**config.mk**
```make
export PLATFORM = sky130hd
export DESIGN_NAME = cm_sort_net
export DESIGN_NICKNAME = d
export VERILOG_FILES = /design/src/rtl/cm_sort_net.sv
export SDC_FILE = /design/constraint.sdc
export NUM_CORES = 1
export LEC_CHECK = 0
export ABC_CLOCK_PERIOD_IN_PS = 800
export CAP_MARGIN = 20
export CORE_ASPECT_RATIO = 1.4
export CORE_MARGIN = 5
export CORE_UTILIZATION = 50
export CTS_CLUSTER_DIAMETER = 30
export DETAILED_ROUTE_END_ITERATION = 10
export DONT_BUFFER_PORTS = 1
export PLACE_DENSITY = 0.64
export SYNTH_ARGS = -nofsm -noshare
export SYNTH_HDL_FRONTEND = slang
export SYNTH_SLANG_ARGS = --single-unit
```
**constraint.sdc**
```tcl
create_clock -name i_clk -period 0.8 [get_ports i_clk]
set_input_delay 0.08 -clock i_clk [delete_from_list [all_inputs] [get_ports i_clk]]
set_output_delay 0.08 -clock i_clk [all_outputs]
set_load 0.01 [all_outputs]
```
**src/rtl/cm_sort_net.sv**
```systemverilog
// cm_sort_net: pipelined bitonic sorter (unsigned, ascending) with latency REG_CNT.
// Define CM_SORT_DATA_RST_EN to give the data register ranks an asynchronous reset to 0.
module cm_sort_net #(
  parameter int DCNT    = 4,
  parameter int DWIDTH  = 16,
  parameter int REG_CNT = 1
) (
  input  logic                        i_clk,
  input  logic                        i_rst,
  input  logic                        i_vld,
  input  logic [DCNT-1:0][DWIDTH-1:0] i_data,
  output logic                        o_vld,
  output logic [DCNT-1:0][DWIDTH-1:0] o_data
);

  localparam int LOG_P = $clog2(DCNT);
  localparam int P     = 1 << LOG_P;
  localparam int NSTG  = LOG_P * (LOG_P + 1) / 2;

  typedef logic [P-1:0][DWIDTH-1:0] lanes_t;

  // Boundary (number of network stages already applied) that rank k follows.
  function automatic int rankPos(input int k);
    return ((k + 1) * NSTG) / REG_CNT;
  endfunction

  function automatic int lastRankAt(input int m);
    int r;
    r = -1;
    for (int k = 0; k < REG_CNT; k++) begin
      if (rankPos(k) == m) r = k;
    end
    return r;
  endfunction

  wire lanes_t combLanes [0:NSTG];
  wire lanes_t postLanes [0:NSTG];
  wire lanes_t rankData_d [0:REG_CNT-1];
  lanes_t      rankData_q [0:REG_CNT-1];
  wire  [REG_CNT-1:0] rankVld_d;
  logic [REG_CNT-1:0] rankVld_q;

  // All-ones padding sinks to the top lanes, which are dropped at the output.
  for (genvar i = 0; i < P; i++) begin : gPadIn
    if (i < DCNT) begin : gReal
      assign combLanes[0][i] = i_data[i];
    end else begin : gPad
      assign combLanes[0][i] = '1;
    end
  end

  // Each boundary either passes straight through or is taken from its last rank.
  for (genvar m = 0; m <= NSTG; m++) begin : gBound
    localparam int LR = lastRankAt(m);
    if (LR >= 0) begin : gReg
      assign postLanes[m] = rankData_q[LR];
    end else begin : gThru
      assign postLanes[m] = combLanes[m];
    end
  end

  for (genvar a = 1; a <= LOG_P; a++) begin : gMerge
    for (genvar b = a; b >= 1; b--) begin : gStep
      localparam int STG = a * (a - 1) / 2 + (a - b);
      localparam int K   = 1 << a;
      localparam int J   = 1 << (b - 1);
      for (genvar i = 0; i < P; i++) begin : gLane
        if ((i & J) == 0) begin : gCe
          wire [DWIDTH-1:0] laneA = postLanes[STG][i];
          wire [DWIDTH-1:0] laneB = postLanes[STG][i + J];
          wire              swap  = ((i & K) == 0) ? (laneA > laneB) : (laneA < laneB);
          assign combLanes[STG+1][i]     = swap ? laneB : laneA;
          assign combLanes[STG+1][i + J] = swap ? laneA : laneB;
        end
      end
    end
  end

  // Ranks sharing a boundary form a plain delay chain behind the first one.
  for (genvar k = 0; k < REG_CNT; k++) begin : gRank
    if (k > 0 && rankPos(k - 1) == rankPos(k)) begin : gChain
      assign rankData_d[k] = rankData_q[k-1];
    end else begin : gTap
      assign rankData_d[k] = combLanes[rankPos(k)];
    end
    if (k == 0) begin : gVldIn
      assign rankVld_d[k] = i_vld;
    end else begin : gVldChain
      assign rankVld_d[k] = rankVld_q[k-1];
    end
  end

  always_ff @(posedge i_clk or posedge i_rst) begin
    if (i_rst) begin
      rankVld_q <= '0;
    end else begin
      rankVld_q <= rankVld_d;
    end
  end

`ifdef CM_SORT_DATA_RST_EN
  always_ff @(posedge i_clk or posedge i_rst) begin
    if (i_rst) begin
      for (int k = 0; k < REG_CNT; k++) rankData_q[k] <= '0;
    end else begin
      for (int k = 0; k < REG_CNT; k++) rankData_q[k] <= rankData_d[k];
    end
  end
`else
  always_ff @(posedge i_clk) begin
    for (int k = 0; k < REG_CNT; k++) rankData_q[k] <= rankData_d[k];
  end
`endif

  assign o_vld  = rankVld_q[REG_CNT-1];
  assign o_data = postLanes[NSTG][DCNT-1:0];

  if (P > DCNT) begin : gPadOut
    wire unusedPad = ^postLanes[NSTG][P-1:DCNT];
  end

endmodule

```
==> out/results.txt, run 1 <==
Setup WS post-layout: -4.84 ns
Failing checks: setup timing
TritonCTS Buffers: 9
Pint: 0.0206 W
Final hold vios: 0
Syn_area_per_cell: 8.77 µm²
First-pass GRT wire length: 43,600 µm
Initial antenna violation count: 2
Placed Instances: 1,103
CP max FO: 8
Final net count: 1,214
# fillers: 802
Die Span Y: 150 µm
Residual DRC: 0
CP arrival: 5.82 ns
Post-synthesis sequential area ratio: 18.7%
I/O Buffers: 0
Combinational power share: 71.8%
Worst vdd ir: 2680 µV
Fin cells: 1,243
Sequential Power Share: 17.9%
Asr flop ratio synth: 1.54%
P_sw: 0.0176 W
Number of global-route vias before repair: 8,112
Placed Area: 8800 µm²
EDFF count, synth: 0
Crit path time final: 5.64 ns
RSZ-0062 raised after global routing: yes
Sum Neg Setup Slack: -302.22 ns
Min-delay worst type: input port to asynchronous set/reset pin
Longest Clk Path Bufs: 2
Crit path kind: input port to register
Initial core utilization: 50.4%
Switching portion of total power: 46.1%
Reg clk slew, reported paths: 0.05 ns
Post-Route WL: 32,900 µm
H-Tree Depth: 3
Rows: 51
CP Capture Type: register
Seq. cell area: 1320 µm²
Slew HR: 66.1%
Root Driver: clkbuf_16
Leakage: 4.99 nW
Syn. warnings: 0
Crit-path max cell delay: 0.55 ns
Clock tree sinks: 65
Die width: 110 µm
Die footprint: 16,500 µm²
Yosys cell types: 48
Area growth syn-to-layout: 61.7%
Most used DFF post-synth: dfxtp_1
Largest cells by area after synthesis: dfxtp_1 18%, ha_1 17%, a22oi_1 14%
Antenna viol nets, final: 0
Synth top area share: 18.3%
Total grt overflow: 0
Total core area: 13,800 µm²
Tot GR Track Use: 34.5%
Vias: 8,306
Max-cap viol count: 0
Fmax: 177 MHz
Tot Pwr: 0.0383 W
Final Cycle Share: 705%
Cells after Synth: 796
Fin Hold WS: 0.0419 ns
TritonCTS clock tree: yes
Max stage delay cell, worst path: or4b_4
Flops & latches, synth: 65
Worst Max-Slew Pin Slew: 0.504 ns
Routed wire length per instance: 26.5 µm
Vias per std cell: 6.68
Clk network pwr share: 10.3%
Design area: 11,300 µm²
Top Ports: 132
Req. time, crit path: 0.99 ns
Number of DRC markers in iteration 0: 743
Area leader, netlist: dfxtp_1
Largest net degree at the start of global routing: 19
Pins Over Slew Limit: 0
Layout cells sized above 1: 46.5%
Final setup violation count: 66
Area occupied by multi-input gates: 6350 µm²
Synthesized area: 6980 µm²
DP Wirelength: 20,900 µm
Pre-Repair DR Iteration Count: 6
CP Launch Type: input port
RD Place Congestion: 0.945
P per Cell Area: 3390 nW/µm²
Syn_nets: 958
Status: complete, but fails checks
synthesized netlist by cell type (5+ instances only):
library cell and n:
nand4_1 22, dfxtp_1 64, o21ai_2 8, nand3_2 5, mux2i_4 16, o21ai_0 16, mux2_2 16, o211ai_1 5
a22oi_1 128, buf_2 13, o21ai_1 8, nand3_1 13, nand2_1 90, a21oi_1 45, buf_6 10, ha_1 95
nor2_1 27, mux2i_1 81, inv_1 71, buf_4 11
repair_timing:
item	CTS	global route
endpoints found under the setup margin	68	72
cloned	5	5
buffers inserted	18	29
gates resized for setup	84	106
pin swaps	23	63
hold buffers	58	8
endpoints found under the hold margin	66	8
sequential cells by signal, summed over array words and instances, names as in the netlist:
register	flops
o_vld	1
rankData_q	64
cells by family (layout without fill, tap and decap cells):
group,Yosys count,after routing,share of synthesized area [%]
compound gates,241,241,25.0
fa+ha+maj,95,95,17.0
buf+inv,106,365,7.83
flops,65,65,18.7
mux,113,113,19.4
other cells,0,1,0
simple gates,176,178,12.1
cell usage in the layout, fill, tap and decap left out, drive strengths merged, types with 4 or more instances in the layout:
| cell type | synthesis | final |
|---|---|---|
| nor2b | 4 | 4 |
| nand3 | 19 | 19 |
| dfxtp | 64 | 64 |
| a22oi | 130 | 130 |
| a211oi | 5 | 5 |
| nand4 | 22 | 22 |
| o21ai | 35 | 35 |
| ha | 95 | 95 |
| nand2 | 90 | 92 |
| o211ai | 5 | 5 |
| inv | 71 | 71 |
| clkbuf | 0 | 16 |
| buf | 35 | 206 |
| mux2i | 97 | 97 |
| nor2 | 27 | 27 |
| mux2 | 16 | 16 |
| a21oi | 47 | 47 |
| a21boi | 4 | 4 |
| dlygate4sd3 | 0 | 66 |
final timing paths:
| kind | from | end | slack, ns |
|---|---|---|---|
| max in group asynchronous | i_rst | o_vld | 0.67 |
| min in group i_clk | i_vld | o_vld | 0.34 |
| max | i_data[21] | rankData_q[0][46] | -4.84 |
| min | i_rst | o_vld | 0.04 |
final cells by class:
class	count	area share [%]
Antenna cell	1	0.0222
Clock buffer	11	2.15
Clock inverter	5	0.488
Inverter	71	2.72
Multi-Input combinational cell	627	56.3
Sequential cell	65	11.7
Tap cell	185	2.05
Timing Repair Buffer	278	24.7
critical path: cells and delay by family:
kind,cells,cell delay [ns]
adder cells (fa/ha/maj),3,0.71
AO/OA/AOI/OAI,12,2.51
multiplexers,3,0.66
buffers and inverters,7,0.78
AND/OR/NAND/NOR,5,1.05
per-stage QoR:
stage	utilization, %	setup WS [ns]
3_3_place_gp	63.5	-5.20
4_1_cts	74.6	-4.62
3_5_place_dp	63.5	-5.32
5_1_grt	81.5	-5.13
6_report	81.5	-4.84
2_1_floorplan	-	-4.81
power groups by stage:
stage / clock [W] / sequential, W / combinational, W
6_report: 0.00395 / 0.00685 / 0.0275
4_1_cts: 0.00390 / 0.00676 / 0.0227
3_3_place_gp: 0 / 0.00678 / 0.0194
5_1_grt: 0.00410 / 0.00695 / 0.0287
3_5_place_dp: 0 / 0.00681 / 0.0199
2_1_floorplan: 0 / 0.00643 / 0.0140
routing by layer:
layer / vias up / global-route usage, % / wire length (µm)
met5: - / 0 / 0
met4: 0 / 21.2 / 3260
met3: 268 / 7.94 / 3370
met2: 656 / 61.3 / 16000
met1: 3851 / 35.9 / 10300
li1: 3531 / - / -
Power figures use the tool's default switching activity.
==> inputs of run 2 (changes only) <==
--- a/config.mk
+++ b/config.mk
@@ -5,6 +5,7 @@
 export SDC_FILE = /design/constraint.sdc
 export NUM_CORES = 1
 export LEC_CHECK = 0
+export ABC_AREA = 1
 export ABC_CLOCK_PERIOD_IN_PS = 800
 export CAP_MARGIN = 20
 export CORE_ASPECT_RATIO = 1.4
@@ -14,6 +15,7 @@
 export DETAILED_ROUTE_END_ITERATION = 10
 export DONT_BUFFER_PORTS = 1
 export PLACE_DENSITY = 0.64
+export RECOVER_POWER = 100
 export SYNTH_ARGS = -nofsm -noshare
 export SYNTH_HDL_FRONTEND = slang
 export SYNTH_SLANG_ARGS = --single-unit
==> out/results.txt, run 2 <==
Status: aborted with a tool error
Halt Stage: 5_1_grt
Halt Reason: [ERROR GRT-0232] Routing congestion too high. Check the congestion heatmap in the GUI.
Placed Area: 9620 µm²
Most numerous cell in the Yosys netlist: nand3_1
I/O Buffers: 0
Largest cells by area after synthesis: nand3_1 22%, dfxtp_1 19%, ha_1 17%
Asr flop ratio synth: 1.54%
Top cells by count, synth: 302 x nand3_1, 281 x nand2_1, 95 x ha_1
DP Wirelength: 20,900 µm
H-Tree Depth: 3
Syn. warnings: 0
EDFF count, synth: 0
Initial core utilization: 50.8%
Post-GRT worst EP: rankData_q[0][23]$_DFF_P_/D
Area leader, netlist: nand3_1
Syn_nets: 1,211
Post-synthesis sequential area ratio: 19.2%
Yosys cell types: 30
Dpl ws: -4.01 ns
Clock tree sinks: 65
TritonCTS Buffers: 9
Flops & latches, synth: 65
Total grt overflow: 73
Rows: 50
Longest Clk Path Bufs: 2
Tot GR Track Use: 74.4%
Cells after Synth: 1,049
Die Span Y: 148 µm
Top Ports: 132
Syn_area_per_cell: 6.48 µm²
Worst_ep kind: register input
Synth top area share: 22.2%
RD Place Congestion: 0.966
Die width: 109 µm
Largest net degree at the start of global routing: 23
Root Driver: clkbuf_16
Most used DFF post-synth: dfxtp_1
Synthesized area: 6800 µm²
==> run 2: changes by cell type after synthesis, moves of 19 or more <==
cell,delta
nand3_2,+19
and2_1,+48
mux2i_1,-81
a22oi_1,-128
nand2_1,+191
nand3_1,+289
==> run 2: what timing repair did <==
action	4_1_cts
setup buffers	74
gates resized for setup	284
hold buffers	2
hold endpoints to repair	2
setup endpoints to repair	75
gates cloned	6
pin swaps	125
==> run 2: logic make-up after synthesis <==
logic type / share of synthesized area (%)
flip-flops: 19.2
AO/OA/AOI/OAI: 5.80
buffers and inverters: 8.23
adder cells (fa/ha/maj): 17.5
AND/OR/NAND/NOR: 49.3
==> run 2: metal layers <==
metal / overflow / global-route usage, %
met3: 1 / 59.3
met2: 38 / 90.0
met5: 0 / 19.5
met1: 1 / 72.9
met4: 33 / 78.5
==> run 2: metrics by stage <==
stage | std cells | hold WS [ns]
CTS | 1612 | 0.00343
global placement | 1516 | -0.190
floorplan | 1049 | -0.191
detailed placement | 1516 | -0.188
==> inputs of run 3 (changes only) <==
--- a/config.mk
+++ b/config.mk
@@ -8,13 +8,11 @@
 export ABC_AREA = 1
 export ABC_CLOCK_PERIOD_IN_PS = 800
 export CAP_MARGIN = 20
-export CORE_ASPECT_RATIO = 1.4
 export CORE_MARGIN = 5
-export CORE_UTILIZATION = 50
-export CTS_CLUSTER_DIAMETER = 30
+export CORE_UTILIZATION = 35
 export DETAILED_ROUTE_END_ITERATION = 10
 export DONT_BUFFER_PORTS = 1
-export PLACE_DENSITY = 0.64
+export PLACE_DENSITY_LB_ADDON = 0.15
 export RECOVER_POWER = 100
 export SYNTH_ARGS = -nofsm -noshare
 export SYNTH_HDL_FRONTEND = slang
==> out/results.txt, run 3 <==
Status: complete, but fails checks
Failing checks: setup timing
Leading cell type in the layout, fill and taps excluded: buf_4
Syn. warnings: 0
Synth top area share: 22.2%
Vias: 8,955
Final net count: 1,570
Max FFs per register: 64
Layout cells sized above 1: 56.8%
Area leader, netlist: nand3_1
Root Driver: clkbuf_16
M1 GR Usage: 32.2%
Cells after Synth: 1,049
Fin cells: 1,678
Asr flop ratio synth: 1.54%
Routing usage on met3: 6.20%
Most numerous cell in the Yosys netlist: nand3_1
Post-synthesis sequential area ratio: 19.2%
I/O Buffers: 0
Req. time, crit path: 1.04 ns
Top cells by count, synth: 302 x nand3_1, 281 x nand2_1, 95 x ha_1
Syn_nets: 1,211
Final setup violation count: 70
Crit path time final: 4.51 ns
Delay-heaviest family, CP: simple AND/OR/NAND/NOR gates
EDFF count, synth: 0
Worst setup path start: i_data[26]
Crit path kind: input port to register
Max-cap viol count: 0
Slew HR: 76.7%
Die Span Y: 149 µm
Initial core utilization: 35.3%
Largest net degree at the start of global routing: 17
Clock tree sinks: 65
CP arrival: 4.75 ns
Top reg by flops: rankData_q
Placed Instances: 1,588
Flops & latches, synth: 65
Yosys cell types: 30
CP Launch Type: input port
Global routing's busiest layer: met2
Tot GR Track Use: 25.7%
CP max FO: 8
Total core area: 19,300 µm²
Most used DFF post-synth: dfxtp_1
DP Wirelength: 21,400 µm
Most frequent cells in the layout: 314 x buf_4, 211 x nand3_1, 206 x nand2_1, 99 x nand3_2, 61 x nand2_2
Residual DRC: 0
Reg clk slew, reported paths: 0.05 ns
Pins Over Slew Limit: 0
WP buf/inv: 9
Synthesized area: 6800 µm²
CP Capture Type: register
Setup WS post-layout: -3.71 ns
Worst Max-Slew Pin Slew: 0.348 ns
# fillers: 1,557
Rows: 51
Routed wire length per instance: 19.4 µm
RD Place Congestion: 0.913
Critical Path Stages: 32
Tot Pwr: 0.0446 W
Post-Route WL: 32,500 µm
Final hold vios: 0
Total grt overflow: 0
Syn_area_per_cell: 6.48 µm²
Largest cells by area after synthesis: nand3_1 22%, dfxtp_1 19%, ha_1 17%
Max stage delay cell, worst path: nor3_2
H-Tree Depth: 3
Initial antenna violation count: 0
Die footprint: 22,300 µm²
Die width: 149 µm
P per Cell Area: 3480 nW/µm²
TritonCTS Buffers: 9
Area growth syn-to-layout: 88.5%
Vias per std cell: 5.34
Leakage: 6.26 nW
Crit-path max cell delay: 0.31 ns
Final Cycle Share: 564%
Number of DRC markers in iteration 0: 641
Top Ports: 132
Worst vdd ir: 1460 µV
Antenna viol nets, final: 0
Pre-Repair DR Iteration Count: 5
TritonCTS clock tree: yes
Fmax: 222 MHz
Antenna Cells: 0
RSZ-0062 raised after global routing: yes
Min-delay worst type: input port to register
Longest Clk Path Bufs: 2
First-pass GRT wire length: 44,200 µm
Met2 Usage GRT: 42.0%
Last element of the critical path: rankData_q[0][63]
Number of global-route vias before repair: 8,273
-- run 3: cell counts after synthesis --
No cell type changed its count.
-- run 3: layout make-up --
type	instances	area [µm²]	area share, %
Multi-Input combinational cell	863	6760	52.8
Timing Repair Buffer	390	3690	28.8
Sequential cell	65	1390	10.9
Tap cell	265	332	2.59
Inverter	79	320	2.50
Clock buffer	14	274	2.14
Clock inverter	2	35.0	0.274
-- run 3: worst min-delay path by stage --
stage,from,depth (start not counted),slack (ns),endpoint
2_1_floorplan,i_rst,1,-0.19,o_vld
3_3_place_gp,i_rst,1,-0.19,o_vld
3_5_place_dp,i_rst,1,-0.19,o_vld
4_1_cts,i_data[7],5,0.08,rankData_q[0][55]
5_1_grt,i_data[7],5,0.11,rankData_q[0][55]
6_report,i_data[7],5,0.1,rankData_q[0][55]
-- run 3: cell families after synthesis --
family	after synthesis	share of synthesized area, %
AO/OA/AOI/OAI	69	5.80
buffers and inverters	121	8.23
AND/OR/NAND/NOR	699	49.3
flip-flops	65	19.2
adder cells (fa/ha/maj)	95	17.5
-- run 3: metrics by stage --
| step | cell area [µm²] | TNS, ns | setup WS [ns] | utilization (%) | hold slack [ns] |
|---|---|---|---|---|---|
| after floorplan | 7170 | -197.19 | -3.12 | - | -0.191 |
| after global placement | 9680 | -255.27 | -4.02 | 50.2 | -0.190 |
| after detailed placement | 9680 | -256.84 | -4.05 | 50.2 | -0.189 |
| after CTS | 11400 | -212.54 | -3.38 | 59.0 | 0.0821 |
| after global routing | 12800 | -239.64 | -3.79 | 66.5 | 0.112 |
| final | 12800 | -234.04 | -3.71 | 66.5 | 0.0981 |
-- run 3: routing by layer --
metal	up-vias	part of all wire, %
li1	4298	-
met4	0	5.1
met1	4196	40
met5	-	0
met3	100	7.6
met2	361	47
-- run 3: power breakdown --
group	internal [W]	leakage [nW]	switching [W]	total, W
registers	0.00558	0.556	0.00166	0.00724
clock network	0.00267	0.153	0.00161	0.00427
logic	0.0163	5.55	0.0167	0.0331
-- run 3: timing repair --
| item | 4_1_cts | 5_1_grt |
|---|---|---|
| cloned | 9 | 7 |
| resized for setup | 211 | 242 |
| buffers inserted | 39 | 20 |
| hold buffers | 3 | 0 |
| endpoints found under the setup margin | 113 | 96 |
| hold endpoints to repair | 2 | 0 |
| pin swaps | 70 | 102 |
-- run 3: worst min-delay path, cell delays in order --
cell     delay [ns]
nand2_4        0.04
nand3_2        0.07
buf_4          0.10
nand3_1        0.06
nand2_1        0.05
==> inputs of run 4 (changes only) <==
--- a/config.mk
+++ b/config.mk
@@ -6,8 +6,7 @@
 export NUM_CORES = 1
 export LEC_CHECK = 0
 export ABC_AREA = 1
-export ABC_CLOCK_PERIOD_IN_PS = 800
-export CAP_MARGIN = 20
+export ABC_CLOCK_PERIOD_IN_PS = 4140
 export CORE_MARGIN = 5
 export CORE_UTILIZATION = 35
 export DETAILED_ROUTE_END_ITERATION = 10
==> constraint.sdc (replaced) <==
create_clock -name i_clk -period 4.14 [get_ports i_clk]
set_input_delay 0.414 -clock i_clk [delete_from_list [all_inputs] [get_ports i_clk]]
set_output_delay 0.414 -clock i_clk [all_outputs]
set_load 0.01 [all_outputs]
==> out/results.txt, run 4 (synthesized netlist as in run 3, its figures left out) <==
First-pass GRT wire length: 43,800 µm
Layout cells sized above 1: 45.2%
Vias: 8,537
Crit path time final: 4.63 ns
Vias per std cell: 5.17
Max FFs per register: 64
DP Wirelength: 21,900 µm
Area growth syn-to-layout: 72.2%
Design area: 11,700 µm²
Fmax: 216 MHz
WP buf/inv: 9
CP Launch Type: input port
Leading cell type in the layout, fill and taps excluded: buf_4
Final hold vios: 0
Rows: 51
Failing checks: setup timing
Crit-path max cell delay: 0.27 ns
Max stage delay cell, worst path: ha_4
Top reg by flops: rankData_q
Number of global-route vias before repair: 8,246
Number of DRC markers in iteration 0: 549
I/O Buffers: 0
Antenna Cells: 0
H-Tree Depth: 3
Final Cycle Share: 112%
TritonCTS clock tree: yes
Largest net degree at the start of global routing: 21
Clock tree sinks: 65
Global routing's busiest layer: met2
Worst Max-Slew Pin Slew: 0.313 ns
Dpl ws: -0.890 ns
Top Ports: 132
RSZ-0062 raised after global routing: yes
Placed Area: 9730 µm²
Leakage: 5.88 nW
Seq. cell area: 1310 µm²
Pins Over Slew Limit: 0
Final net count: 1,543
Initial antenna violation count: 0
Residual DRC: 0
# fillers: 1,791
Slew HR: 79.1%
Met2 Usage GRT: 41.6%
Post-Route WL: 29,400 µm
Initial core utilization: 35.3%
Reg clk slew, reported paths: 0.05 ns
Status: complete, but fails checks
Final setup violation count: 64
Die width: 149 µm
Antenna viol nets, final: 0
Pre-Repair DR Iteration Count: 5
Setup WS post-layout: -0.492 ns
Tot GR Track Use: 25.3%
Fin Hold WS: 0.0986 ns
Total grt overflow: 0
TritonCTS Buffers: 9
M1 GR Usage: 32.6%
Root Driver: clkbuf_16
Max-cap viol count: 0
Worst vdd ir: 361 µV
Routing usage on met3: 6.26%
CP Capture Type: register
RD Place Congestion: 0.941
Min-delay worst type: input port to register
Longest Clk Path Bufs: 2
Area occupied by multi-input gates: 6180 µm²
Sum Neg Setup Slack: -29.21 ns
Crit path kind: input port to register
CP arrival: 4.87 ns
Die footprint: 22,300 µm²
CP max FO: 9
Delay-heaviest family, CP: simple AND/OR/NAND/NOR gates
Die Span Y: 149 µm
Most used cell, CP: buf_12
Most frequent cells in the layout: 311 x buf_4, 258 x nand3_1, 232 x nand2_1, 64 x inv_1, 64 x dfxtp_1
Req. time, crit path: 4.37 ns
P per Cell Area: 644 nW/µm²
Total core area: 19,300 µm²
Routed wire length per instance: 17.8 µm
Fin util: 60.7%
run 4: cell count changes in the layout (fill, tap and decap cells not counted), sizes merged:
| cell | before | now |
|---|---|---|
| clkbuf | 21 | 14 |
| inv | 77 | 79 |
| bufinv | 1 | 3 |
| dlygate4sd3 | 3 | 1 |
| buf | 380 | 358 |
| bufbuf | 0 | 1 |
| clkinv | 3 | 1 |
| clkinvlp | 0 | 1 |
run 4: stage by stage:
step	total power [W]	std cells
floorplan	0.00368	1049
global placement	0.00553	1592
detailed placement	0.00556	1592
CTS	0.00701	1641
global route	0.00809	1651
finish	0.00754	1651
run 4: path summary, 6_finish.rpt:
check	from	end	slack (ns)	cells after the start
max in group asynchronous	i_rst	o_vld	3.70	2
hold / removal	i_vld	o_vld	0.1	0
setup / recovery	i_data[63]	rankData_q[0][24]	-0.49	33
min in group asynchronous	i_rst	o_vld	0.35	2
run 4: final cells by class:
class,count,area share (%)
inverters,79,2.64
clock inverters,5,0.876
clock buffers,11,2.07
flip-flops and latches,65,11.2
repair buffers,363,27.7
multi-input cells,863,52.8
well taps,265,2.83
run 4: what timing repair did:
action / in CTS / in global routing
resized for setup: 109 / 132
setup endpoints to repair: 64 / 64
buffers inserted: 27 / 10
hold buffers: 1 / 0
cloned: 5 / 3
pin swaps: 37 / 56
hold endpoints to repair: 1 / 0
run 4: report_power, final:
part | switching (W) | internal [W]
Clock | 0.000311 | 0.000604
Combinational | 0.00273 | 0.00259
Sequential | 0.000294 | 0.00100
run 4: per-layer routing:
layer  up-vias  share of wire [%]
li1       4244                  -
met1      3871                 43
met2       347                 45
met3        75                8.4
met4         0                3.7
met5         -                  0
